`config.mk`:
```
export PLATFORM = sky130hd
export DESIGN_NAME = alu_hold_abus
export DESIGN_NICKNAME = d
export VERILOG_FILES = /design/src/rtl/alu_hold_abus.sv
export SDC_FILE = /design/constraint.sdc
export NUM_CORES = 1
export LEC_CHECK = 0
export ABC_AREA = 1
export CORE_AREA = 8 8 83 85
export DETAILED_ROUTE_END_ITERATION = 10
export DIE_AREA = 0 0 91 93
export PLACE_DENSITY = 0.76
export SETUP_SLACK_MARGIN = 0.4
export SYNTH_ARGS = -nofsm -noshare
export SYNTH_HDL_FRONTEND = slang
export SYNTH_SLANG_ARGS = --single-unit
```
`constraint.sdc`:
```
create_clock -name phi2 -period 3.9 [get_ports phi2]
set_input_delay 0.78 -clock phi2 [delete_from_list [all_inputs] [get_ports phi2]]
set_output_delay 0.78 -clock phi2 [all_outputs]
set_load 0.005 [all_outputs]
```
`src/rtl/alu_hold_abus.sv`:
```
// ---------------------------------------------------------------------------
// alu_hold_abus
//
// Purpose:
//   An 8-bit combinational ALU with operation selects, one adder hold
//   register, and a 16-bit address-bus output register pair.
//
//   - The ALU offers add (binary or decimal-flag mode), AND, XOR, OR and
//     shift right. When several selects are high, the highest-priority one
//     is used. The result and the flags have zero latency.
//   - The adder hold register samples the ALU result on every rising edge
//     of phi2. Its value goes to the ADL and SB buses, together with
//     independent drive enables.
//   - ABH and ABL load from the internal ADH and ADL buses under their own
//     load enables. Together they form the external address bus.
//
// Ports:
//   phi2                 in   1   clock, rising-edge active
//   rstAll               in   1   asynchronous active-high reset
//   A, B                 in   8   ALU operands
//   I_ADDC               in   1   carry in (add) / bit shifted into bit 7 (SRS)
//   DAA                  in   1   decimal-mode flag select for SUMS
//   SUMS..SRS            in   1   operation selects, priority SUMS..SRS
//   ALU_out              out  8   combinational ALU result
//   ACR, AVR, HC         out  1   carry, overflow and half-carry flags
//   ADD_ADL              in   1   hold register drives ADL
//   ADD_SB0to6, ADD_SB7  in   1   hold register drives SB[6:0] / SB[7]
//   ADL_drv, ADL_oe      out  8/1 hold value and drive enable for ADL
//   SB_drv, SB_oe        out  8/8 hold value and per-bit enable for SB
//   ADH_bus, ADL_bus     in   8   internal address buses
//   ADH_ABH, ADL_ABL     in   1   ABH / ABL load enables
//   extAB                out  16  external address bus {ABH, ABL}
// ---------------------------------------------------------------------------
module alu_hold_abus (
    input  logic        phi2,
    input  logic        rstAll,
    input  logic [7:0]  A,
    input  logic [7:0]  B,
    input  logic        I_ADDC,
    input  logic        DAA,
    input  logic        SUMS,
    input  logic        ANDS,
    input  logic        EORS,
    input  logic        ORS,
    input  logic        SRS,
    output logic [7:0]  ALU_out,
    output logic        ACR,
    output logic        AVR,
    output logic        HC,
    input  logic        ADD_ADL,
    input  logic        ADD_SB0to6,
    input  logic        ADD_SB7,
    output logic [7:0]  ADL_drv,
    output logic        ADL_oe,
    output logic [7:0]  SB_drv,
    output logic [7:0]  SB_oe,
    input  logic [7:0]  ADH_bus,
    input  logic [7:0]  ADL_bus,
    input  logic        ADH_ABH,
    input  logic        ADL_ABL,
    output logic [15:0] extAB
);

    localparam int DATA_W = 8;
    localparam int ADDR_W = 16;

    typedef struct packed {
        logic [DATA_W-1:0] res;
        logic              carry;
        logic              ovf;
        logic              half;
    } aluRes_t;

    // Signed overflow of an add: the operands have the same sign, and the
    // result has the other sign.
    function automatic logic addOverflow(input logic [DATA_W-1:0] a,
                                         input logic [DATA_W-1:0] b,
                                         input logic [DATA_W-1:0] r);
        logic signed [DATA_W-1:0] sa;
        logic signed [DATA_W-1:0] sb;
        logic signed [DATA_W-1:0] sr;
        sa = a;
        sb = b;
        sr = r;
        return ((sa < 0) == (sb < 0)) && ((sr < 0) != (sa < 0));
    endfunction

    // Add. The result is always the binary sum. In decimal mode, the carry
    // flags are BCD digit carries. The decimal correction of the result
    // itself is done downstream.
    function automatic aluRes_t addOp(input logic [DATA_W-1:0] a,
                                      input logic [DATA_W-1:0] b,
                                      input logic              cin,
                                      input logic              decimal);
        aluRes_t    r;
        logic [8:0] sum9;
        logic [4:0] lo5;
        logic [4:0] hi5;
        logic       decHalf;
        sum9    = {1'b0, a} + {1'b0, b} + {8'b0, cin};
        lo5     = {1'b0, a[3:0]} + {1'b0, b[3:0]} + {4'b0, cin};
        decHalf = (lo5 > 5'd9);
        hi5     = {1'b0, a[7:4]} + {1'b0, b[7:4]} + {4'b0, decHalf};
        r.res   = sum9[7:0];
        r.ovf   = addOverflow(a, b, sum9[7:0]);
        if (decimal) begin
            r.half  = decHalf;
            r.carry = (hi5 > 5'd9);
        end else begin
            r.half  = lo5[4];
            r.carry = sum9[8];
        end
        return r;
    endfunction

    function automatic aluRes_t logicOp(input logic [DATA_W-1:0] v);
        aluRes_t r;
        r.res   = v;
        r.carry = 1'b0;
        r.ovf   = 1'b0;
        r.half  = 1'b0;
        return r;
    endfunction

    function automatic aluRes_t shiftRightOp(input logic [DATA_W-1:0] a,
                                             input logic              cin);
        aluRes_t r;
        r.res   = {cin, a[DATA_W-1:1]};
        r.carry = a[0];
        r.ovf   = 1'b0;
        r.half  = 1'b0;
        return r;
    endfunction

    aluRes_t           aluRes;
    logic [DATA_W-1:0] holdReg_p1;
    logic [DATA_W-1:0] abh_p1;
    logic [DATA_W-1:0] abl_p1;

    // ---- Stage 0: combinational ALU (reset does not affect it) ----
    always_comb begin
        aluRes = logicOp('0);
        if (SUMS) begin
            aluRes = addOp(A, B, I_ADDC, DAA);
        end else if (ANDS) begin
            aluRes = logicOp(A & B);
        end else if (EORS) begin
            aluRes = logicOp(A ^ B);
        end else if (ORS) begin
            aluRes = logicOp(A | B);
        end else if (SRS) begin
            aluRes = shiftRightOp(A, I_ADDC);
        end
    end

    assign ALU_out = aluRes.res;
    assign ACR     = aluRes.carry;
    assign AVR     = aluRes.ovf;
    assign HC      = aluRes.half;

    // ---- Stage 1: hold register and address registers ----
    always_ff @(posedge phi2 or posedge rstAll) begin
        if (rstAll) begin
            holdReg_p1 <= '0;
        end else begin
            holdReg_p1 <= aluRes.res;
        end
    end

    always_ff @(posedge phi2 or posedge rstAll) begin
        if (rstAll) begin
            abh_p1 <= '0;
            abl_p1 <= '0;
        end else begin
            if (ADH_ABH) abh_p1 <= ADH_bus;
            if (ADL_ABL) abl_p1 <= ADL_bus;
        end
    end

    // The enables pass straight through and stay active during reset. That
    // way a bus owner in reset still drives a defined 0x00.
    assign ADL_drv = holdReg_p1;
    assign SB_drv  = holdReg_p1;
    assign ADL_oe  = ADD_ADL;
    assign SB_oe   = {ADD_SB7, {7{ADD_SB0to6}}};

    assign extAB = {abh_p1, abl_p1};

    logic [ADDR_W-1:0] unusedWidthTie;
    assign unusedWidthTie = extAB;

endmodule

```
### Yosys cells after proc, flatten, opt, wreduce, memory -nomap -nowiden

Index checks and enable logic that the tools add are counted.

| cells by class | value |
|---|---|
| add/subtract/negate cells | 6 |
| bitwise operators | 3 |
| multiplexer cells | 7 |
| reductions and logical operators | 1 |
| $lt $le $gt $ge | 5 |
| eq/ne operators | 2 |

Operators by type and width:

| operator | count |
|---|---|
| 2-to-1 mux 11 bit | 5 |
| less-than comparator 8 x 1 -> 1 bit, second input constant | 3 |
| adder 4 x 4 -> 5 bit | 2 |
| adder 5 x 1 -> 5 bit | 2 |
| > comparator 5 x 4 -> 1 bit, second input constant | 2 |
| adder 8 x 8 -> 9 bit | 1 |
| adder 9 x 1 -> 9 bit | 1 |
| AND 8 bit | 1 |
| OR 8 bit | 1 |
| XOR 8 bit | 1 |
| 2-to-1 mux 1 bit | 2 |
| == test 1 bit | 1 |
| logical AND 1 bit | 1 |
| != test 1 bit | 1 |

| word-level totals | value |
|---|---|
| register bits | 24 |
| bits of input ports | 46 |
| output and inout bits | 52 |
| logic and storage cells | 27 |

### Longest topological paths before layout

Gate-level depths: netlist (run 1).

| logic depth | value |
|---|---|
| word-level depth | 7 |
| gate-level depth with buffers | 20 |
| gate-level depth less buffers | 20 |

### Least setup slack after synthesis (run 1)

No wires, ideal clock.

| timing path | value |
|---|---|
| kind | input port to output port |
| start | input port A[0] |
| end | output port ACR |
| buffers on the path | 0 |
| arrival | 3262 ps |
| slack | -142 ps |
| stages | 18 |
| required time | 3120 ps |
| cell sequence | fa_1 -> fa_1 -> xnor2_1 -> nand2_1 -> nand2_2 -> nand2_1 -> inv_1 -> fa_1 -> inv_1 -> fa_1 -> inv_1 -> nand3_1 -> nand2_1 -> inv_1 -> nand3_1 -> nand3_1 -> nand2_1 -> inv_1 |

| between the ends | value |
|---|---|
| longest elaborated chain between the ends | 7 |
| elaborated cells on any way between the ends | 13 |
| those cells by class | 5 x add/sub; 2 x order compare; 6 x mux |

RTL lines:

| element | line | text |
|---|---|---|
| start, declared | 37 | `input logic [7:0] A,` |
| adder 4 x 4 -> 5 bit | 101 | `lo5 = {1'b0, a[3:0]} + {1'b0, b[3:0]} + {4'b0, cin};` |
| adder 5 x 1 -> 5 bit | 101 |  |
| > comparator 5 x 4 -> 1 bit | 102 | `decHalf = (lo5 > 5'd9);` |
| adder 5 x 1 -> 5 bit | 103 | `hi5 = {1'b0, a[7:4]} + {1'b0, b[7:4]} + {4'b0, decHalf};` |
| > comparator 5 x 4 -> 1 bit | 108 | `r.carry = (hi5 > 5'd9);` |
| 2-to-1 mux 1 bit | 106 | `if (decimal) begin` |
| 2-to-1 mux 11 bit (*) | 143 | `if (SUMS) begin` |
| end, declared | 47 | `output logic ACR,` |

Mark *: on every way between the ends. The rest lies on a longest branch, timed or not.

### Final worst setup path (run 1)

| timing path | value |
|---|---|
| start | input port I_ADDC |
| end | output port ACR |

| between the ends | value |
|---|---|
| longest elaborated chain between the ends | 6 |
| elaborated cells on any way between the ends | 7 |
| those cells by class | 3 x add/sub; 2 x order compare; 2 x mux |

RTL lines:

| element | line | text |
|---|---|---|
| start, declared | 39 | `input logic I_ADDC,` |
| adder 5 x 1 -> 5 bit | 101 |  |
| > comparator 5 x 4 -> 1 bit | 102 |  |
| adder 5 x 1 -> 5 bit | 103 |  |
| > comparator 5 x 4 -> 1 bit | 108 |  |
| 2-to-1 mux 1 bit (*) | 106 |  |
| 2-to-1 mux 11 bit (*) | 143 |  |

Marked as above.

==> impl_metrics.env, run 1 <==
export IMPL_cts_buffers_inserted=3
export IMPL_portBuffers=85
export IMPL_clockBufferDepth=2
export IMPL_drc_errors=0
export IMPL_vias=1975
export IMPL_instances_no_fill=421
export IMPL_grt_max_degree=25
export IMPL_clkSinkCount=24
export IMPL_syn_cell_area_um2=2010
export IMPL_place_ws_ns=-1.10
export IMPL_rsz0062_at_grt="yes"
export IMPL_placed_cell_area_um2=3000
export IMPL_period_minus_slack_ns=4.22
export IMPL_gp_congestion=0.927
export IMPL_startpoint_type="input pin"
export IMPL_synth_common_cells="nand2_1, inv_1, dfrtp_1"
export IMPL_clock_skew_ns=0
export IMPL_tightestPinTransition_ns=0.870
export IMPL_fp_dieH_um=93
export IMPL_rows=28
export IMPL_max_freq_mhz=237
export IMPL_vias_per_cell=4.69
export IMPL_antenna_found_initial=0
export IMPL_status="complete, but fails checks"
export IMPL_initial_core_util_pct=35.4
export IMPL_syn_to_final_growth_pct=57.4
export IMPL_worst_r2r_cell_count=1
export IMPL_finalNetCount=414
export IMPL_wire_per_inst_um=14.2
export IMPL_cap_violations=0
export IMPL_drtAntennaViolNets=0
export IMPL_synth_top_area_share_pct=29.9
export IMPL_synth_most_common_cell="nand2_1"
export IMPL_ios=98
export IMPL_period_share_pct=108
export IMPL_postSynthCellCount=248
export IMPL_peakVddDrop_mv=0.136
export IMPL_coreArea_um2=5680
export IMPL_final_cell_area_um2=3170
export IMPL_crit_required_ns=3.12
export IMPL_hold_end="abh_p1[1]$_DFFE_PP0P_"
export IMPL_max_slew_margin_rel_pct=41.9
export IMPL_synth_warnings=0
export IMPL_drt_iter0_markers=142
export IMPL_synth_ff_type="dfrtp_1"
export IMPL_worst_hold_slack_ns=0.508
export IMPL_async_flop_share_pct=100
export IMPL_dp_final_hpwl_mm=5.07
export IMPL_yosys_area_top_type="dfrtp_1"
export IMPL_htreeDepth=1
export IMPL_crit_type="in2out"
export IMPL_ys_types=31
export IMPL_yosysSeqAreaShare_pct=29.9
export IMPL_drive_gt1_share_pct=26.9
export IMPL_hold_buffers=0
export IMPL_drv_slew=0
export IMPL_fill_cells=520
export IMPL_tritoncts="built"
export IMPL_r2r_slack_ns=3.14
export IMPL_ctsRootBufferMaster="clkbuf_8"
export IMPL_violations="setup timing"
export IMPL_seq_area_um2=601
export IMPL_r2r_end="abl_p1[6]$_DFFE_PP0P_"
export IMPL_syn_nets=314
export IMPL_avgSynthCellArea_um2=8.11
export IMPL_setup_violations_final=1
export IMPL_multiInputGateArea_um2=1170
export IMPL_clock_insertion_delay_worst_skew_ns=0.25
export IMPL_synth_edf_count=0
export IMPL_overflow=0
export IMPL_power_internal_mw=0.581
export IMPL_n_antenna_cell=0
export IMPL_grt_pass1_vias=2024
export IMPL_path_max_fanout=2
export IMPL_ys_ff_latch=24
export IMPL_wl_mm=6.00
export IMPL_leakagePower_nw=1.53
export IMPL_final_util_pct=55.8
export IMPL_path_clk_slew_ns=0.07
export IMPL_crit_arrival_ns=3.44
export IMPL_track_usage_pct=14.0
export IMPL_seqPwrFrac_pct=35.0
export IMPL_powerDensity_nw_per_um2=264
export IMPL_combPwrFrac_pct=48.7
export IMPL_p_sw_share_pct=30.3
export IMPL_dp_cells=412
export IMPL_timing_final_ws_setup_ns=-0.316
export IMPL_die_w_um=91
export IMPL_hold_path_depth=1
export IMPL_dr_pass1_iters=4
export IMPL_p_switching_mw=0.253
export IMPL_grt_first_pass_wirelength_mm=9.88
export IMPL_hold_violations=0
export IMPL_hp_class="reg2reg"
export IMPL_hold_start="abh_p1[1]$_DFFE_PP0P_"
export IMPL_power_frac_clock_pct=16.4
export IMPL_critPathCaptureType="output port"
export IMPL_synth_area_top_cells="dfrtp_1, ha_1, mux2_2"
export IMPL_timing_rr_start="abl_p1[6]$_DFFE_PP0P_"
export IMPL_design_die_area_um2=8460
==> logic make-up (layout without fill, tap and decap cells) <==
group                      Yosys count  after routing  share of synthesized area [%]
muxes                               16             16                           8.96
and+or+nand+nor                     81             81                           18.1
adders and majority gates           20             20                           13.9
buffers and inverters               67            165                           16.1
xor gates and xnor gates             3              3                           1.68
AOI/OAI and AO/OA                   37             37                           11.3
DFF                                 24             24                           29.9
==> worst max-delay path, cell delays in order <==
cell     delay [ns]
buf_8          0.10
fa_2           0.40
fa_2           0.54
inv_2          0.04
nand2_2        0.06
nand2_2        0.06
nand2_2        0.06
inv_2          0.03
fa_2           0.32
inv_2          0.07
fa_1           0.41
inv_1          0.06
nand3_1        0.06
nand2_1        0.06
inv_1          0.04
nand3_1        0.05
nand3_1        0.07
nand2_1        0.06
inv_1          0.03
buf_2          0.11
==> layout make-up <==
class                   count  share of cell area, %
well taps                  75                   2.96
clock buffers               3                   1.30
repair buffers            117                   34.3
flip-flops and latches     24                   19.0
multi-input cells         157                   37.1
inverters                  45                   5.34
==> state kept, by name (all words and copies together) (netlist names) <==
register and cells:
abh_p1 8, ADL_drv 8, abl_p1 8
==> power by group through the flow <==
stage          clock network (mW)  registers [mW]  logic, mW
6_report                    0.137           0.292      0.406
5_1_grt                     0.151           0.296      0.446
4_1_cts                     0.141           0.292      0.400
3_5_place_dp                    0           0.297      0.388
3_3_place_gp                    0           0.296      0.380
2_1_floorplan                   0           0.298      0.176
==> metrics by stage <==
stage | power, mW | setup TNS (ns)
finish | 0.835 | -0.316
floorplan | 0.474 | -0.0360
global route | 0.893 | -0.502
CTS | 0.833 | -0.359
global placement | 0.676 | -1.37
detailed placement | 0.685 | -1.51
==> how the worst max path moves through the flow <==
stage,startpoint,endpoint,slack (ns),depth (start not counted)
final,I_ADDC,ACR,-0.32,20
after CTS,A[0],ACR,-0.36,20
after global routing,I_ADDC,ACR,-0.50,20
after global placement,I_ADDC,ACR,-1.04,20
after detailed placement,I_ADDC,ACR,-1.10,20
after floorplan,I_ADDC,ACR,-0.04,18
==> cells in the final DEF (no fill, tap or decap), types with 3 or more instances in the layout <==
master,instances
a21oi_1,9
fa_2,3
nand2_1,43
o21ai_0,7
a21oi_2,4
ha_4,5
o21ai_1,6
clkdlybuf4s50_1,66
nand2_2,3
dfrtp_1,24
dlymetal6s2s_1,3
inv_2,11
dlygate4sd2_1,9
nand3_1,17
nor2_1,10
buf_4,31
nand3_2,3
mux2_2,16
clkdlybuf4s15_1,3
o211ai_1,4
inv_1,33
ha_1,11
clkbuf_8,3
==> metal layers <==
layer / vias to the layer above / track usage [%] / wire length (um)
met5: - / 0 / 0
met4: 0 / 4.09 / 59
met3: 8 / 4.17 / 547
met2: 92 / 22.9 / 2670
met1: 904 / 17.5 / 2720
li1: 971 / - / -
==> repair_timing <==
item	4_1_cts	5_1_grt
pin swaps	9	8
setup endpoints to repair	10	8
resized for setup	44	15
buffers inserted	4	2
(Power assumes the default switching activity.)
==> inputs of run 2 (changes only) <==
--- a/config.mk
+++ b/config.mk
@@ -6,9 +6,9 @@
 export NUM_CORES = 1
 export LEC_CHECK = 0
 export ABC_AREA = 1
-export CORE_AREA = 8 8 83 85
+export CORE_AREA = 10 10 85 87
 export DETAILED_ROUTE_END_ITERATION = 10
-export DIE_AREA = 0 0 91 93
+export DIE_AREA = 0 0 95 97
 export PLACE_DENSITY = 0.76
 export SETUP_SLACK_MARGIN = 0.4
 export SYNTH_ARGS = -nofsm -noshare
==> run 2 against run 1 <==
The run still ends with setup timing left. Maximum frequency shrank 0.53%. Die area grew 8.9%. Design area grew 0.40%. Total power grew 3.4%. Largest power group unchanged. Highest routed layer unchanged.
==> impl_metrics.env, run 2 (synthesis gave the netlist of run 1 again) <==
export IMPL_status="complete, but fails checks"
export IMPL_violations="setup timing"
export IMPL_leakagePower_nw=1.53
export IMPL_fp_dieH_um=97
export IMPL_grt_max_degree=25
export IMPL_drt_iter0_markers=108
export IMPL_hold_violations=0
export IMPL_final_util_pct=58.1
export IMPL_track_usage_pct=12.9
export IMPL_ctsRootBufferMaster="clkbuf_8"
export IMPL_path_clk_slew_ns=0.08
export IMPL_wire_per_inst_um=15.3
export IMPL_grt_first_pass_wirelength_mm=9.89
export IMPL_hold_buffers=0
export IMPL_portBuffers=85
export IMPL_drtAntennaViolNets=0
export IMPL_syn_to_final_growth_pct=58.1
export IMPL_finalNetCount=412
export IMPL_overflow=0
export IMPL_tightestPinTransition_ns=0.871
export IMPL_cts_buffers_inserted=3
export IMPL_vias=2016
export IMPL_critPathCaptureType="output port"
export IMPL_clkSinkCount=24
export IMPL_cap_violations=0
export IMPL_crit_slowest_cell="fa_2"
export IMPL_path_cells="buf_8 -> fa_2 -> fa_2 -> inv_2 -> nand2_2 -> nand2_2 -> nand2_2 -> inv_2 -> fa_2 -> inv_2 -> fa_1 -> inv_1 -> nand3_2 -> nand2_2 -> inv_2 -> nand3_2 -> nand3_2 -> nand2_1 -> inv_1 -> buf_2"
export IMPL_rows=27
export IMPL_design_die_area_um2=9220
export IMPL_powerDensity_nw_per_um2=271
export IMPL_tritoncts="built"
export IMPL_drc_errors=0
export IMPL_clock_skew_ns=0
export IMPL_gp_congestion=0.956
export IMPL_die_w_um=95
export IMPL_dp_final_hpwl_mm=5.19
export IMPL_initial_core_util_pct=36.7
export IMPL_max_slew_margin_rel_pct=41.9
export IMPL_drv_slew=0
export IMPL_setup_violations_final=1
export IMPL_startpoint_type="input pin"
export IMPL_fill_cells=469
export IMPL_period_minus_slack_ns=4.24
export IMPL_path_buf_inv=8
export IMPL_n_antenna_cell=0
export IMPL_dr_pass1_iters=4
export IMPL_period_share_pct=109
export IMPL_crit_required_ns=3.12
export IMPL_crit_arrival_ns=3.46
export IMPL_path_max_fanout=2
export IMPL_htreeDepth=1
export IMPL_crit_family="adder cells"
export IMPL_timing_final_ws_setup_ns=-0.339
export IMPL_grt_pass1_vias=2028
export IMPL_final_common_cell="clkdlybuf4s50_1"
export IMPL_clock_insertion_delay_worst_skew_ns=0.26
export IMPL_crit_type="in2out"
export IMPL_rsz0062_at_grt="yes"
export IMPL_vias_per_cell=4.83
export IMPL_clockBufferDepth=2
export IMPL_p_total_mw=0.863
export IMPL_slowest_delay_ns=0.54
export IMPL_wl_mm=6.37
export IMPL_hp_class="reg2reg"
export IMPL_peakVddDrop_mv=0.119
export IMPL_max_freq_mhz=236
export IMPL_drive_gt1_share_pct=27.5
export IMPL_worst_hold_slack_ns=0.511
export IMPL_ios=98
export IMPL_layout_common_cells="clkdlybuf4s50_1, nand2_1, inv_1"
export IMPL_coreArea_um2=5470
export IMPL_antenna_found_initial=0
==> run 2: changes by cell type in the layout (fill, tap and decap cells not counted), sizes merged <==
| cell | previous run | this run |
|---|---|---|
| dlymetal6s2s | 3 | 2 |
| buf | 36 | 34 |
| clkbuf | 3 | 5 |
==> run 2: routing by layer <==
metal	part of all wire [%]	track usage [%]	up-vias
met1	43	15.7	926
met2	46	21.6	108
met5	0	0	-
li1	-	-	970
met3	9.4	3.24	12
met4	1.5	3.43	0
==> run 2: what timing repair did <==
action,in CTS,in global routing
gates resized for setup,49,16
hold endpoints to repair,0,0
setup endpoints to repair,10,8
pin swaps,11,8
gates cloned,0,0
buffers inserted,5,3
==> run 2: path summary, 6_finish.rpt <==
check | startpoint | endpoint | slack (ns) | cells after the start
worst max-delay path | A[0] | ACR | -0.34 | 20
worst min-delay path | abh_p1[3]$_DFFE_PP0P_ | abh_p1[3]$_DFFE_PP0P_ | 0.51 | 1
worst max register to register | abh_p1[4]$_DFFE_PP0P_ | abh_p1[4]$_DFFE_PP0P_ | 3.13 | 1
worst min register to register | abh_p1[3]$_DFFE_PP0P_ | abh_p1[3]$_DFFE_PP0P_ | 0.51 | 1
max in group asynchronous | rstAll | abh_p1[1]$_DFFE_PP0P_ | 2.36 | 2
min in group asynchronous | rstAll | abl_p1[3]$_DFFE_PP0P_ | 1.01 | 2
==> run 2: report_power, final <==
part / total, mW / internal, mW / switching [mW]
Combinational: 0.411 / 0.234 / 0.177
Clock: 0.160 / 0.0899 / 0.0705
Sequential: 0.292 / 0.277 / 0.0145
Total: 0.863 / 0.601 / 0.262
==> run 2: cell type report <==
type	instances	area (um^2)	area share, %
clock buffer	4	55.1	1.73
inverter	45	169	5.31
multi-input combinational	157	1200	37.7
sequential	24	601	18.9
tap	72	90.1	2.83
timing repair buffer	115	1060	33.5
==> run 2: stage by stage <==
| stage | setup TNS [ns] | cells | worst slack, ns | cell area [um^2] |
|---|---|---|---|---|
| 3_5_place_dp | -1.58 | 405 | -1.09 | 2970 |
| 5_1_grt | -0.439 | 417 | -0.439 | 3180 |
| 3_3_place_gp | -1.42 | 405 | -1.05 | 2970 |
| 4_1_cts | -0.358 | 414 | -0.358 | 3110 |
| 2_1_floorplan | -0.0360 | 248 | -0.0360 | 2020 |
| 6_report | -0.339 | 417 | -0.339 | 3180 |
==> inputs of run 3 (changes only) <==
--- a/config.mk
+++ b/config.mk
@@ -7,6 +7,7 @@
 export LEC_CHECK = 0
 export ABC_AREA = 1
 export CORE_AREA = 10 10 85 87
+export CTS_CLUSTER_DIAMETER = 40
 export DETAILED_ROUTE_END_ITERATION = 10
 export DIE_AREA = 0 0 95 97
 export PLACE_DENSITY = 0.76
==> results of run 3 <==
No change in the layout: final DEF, timing and power equal those of run 2.
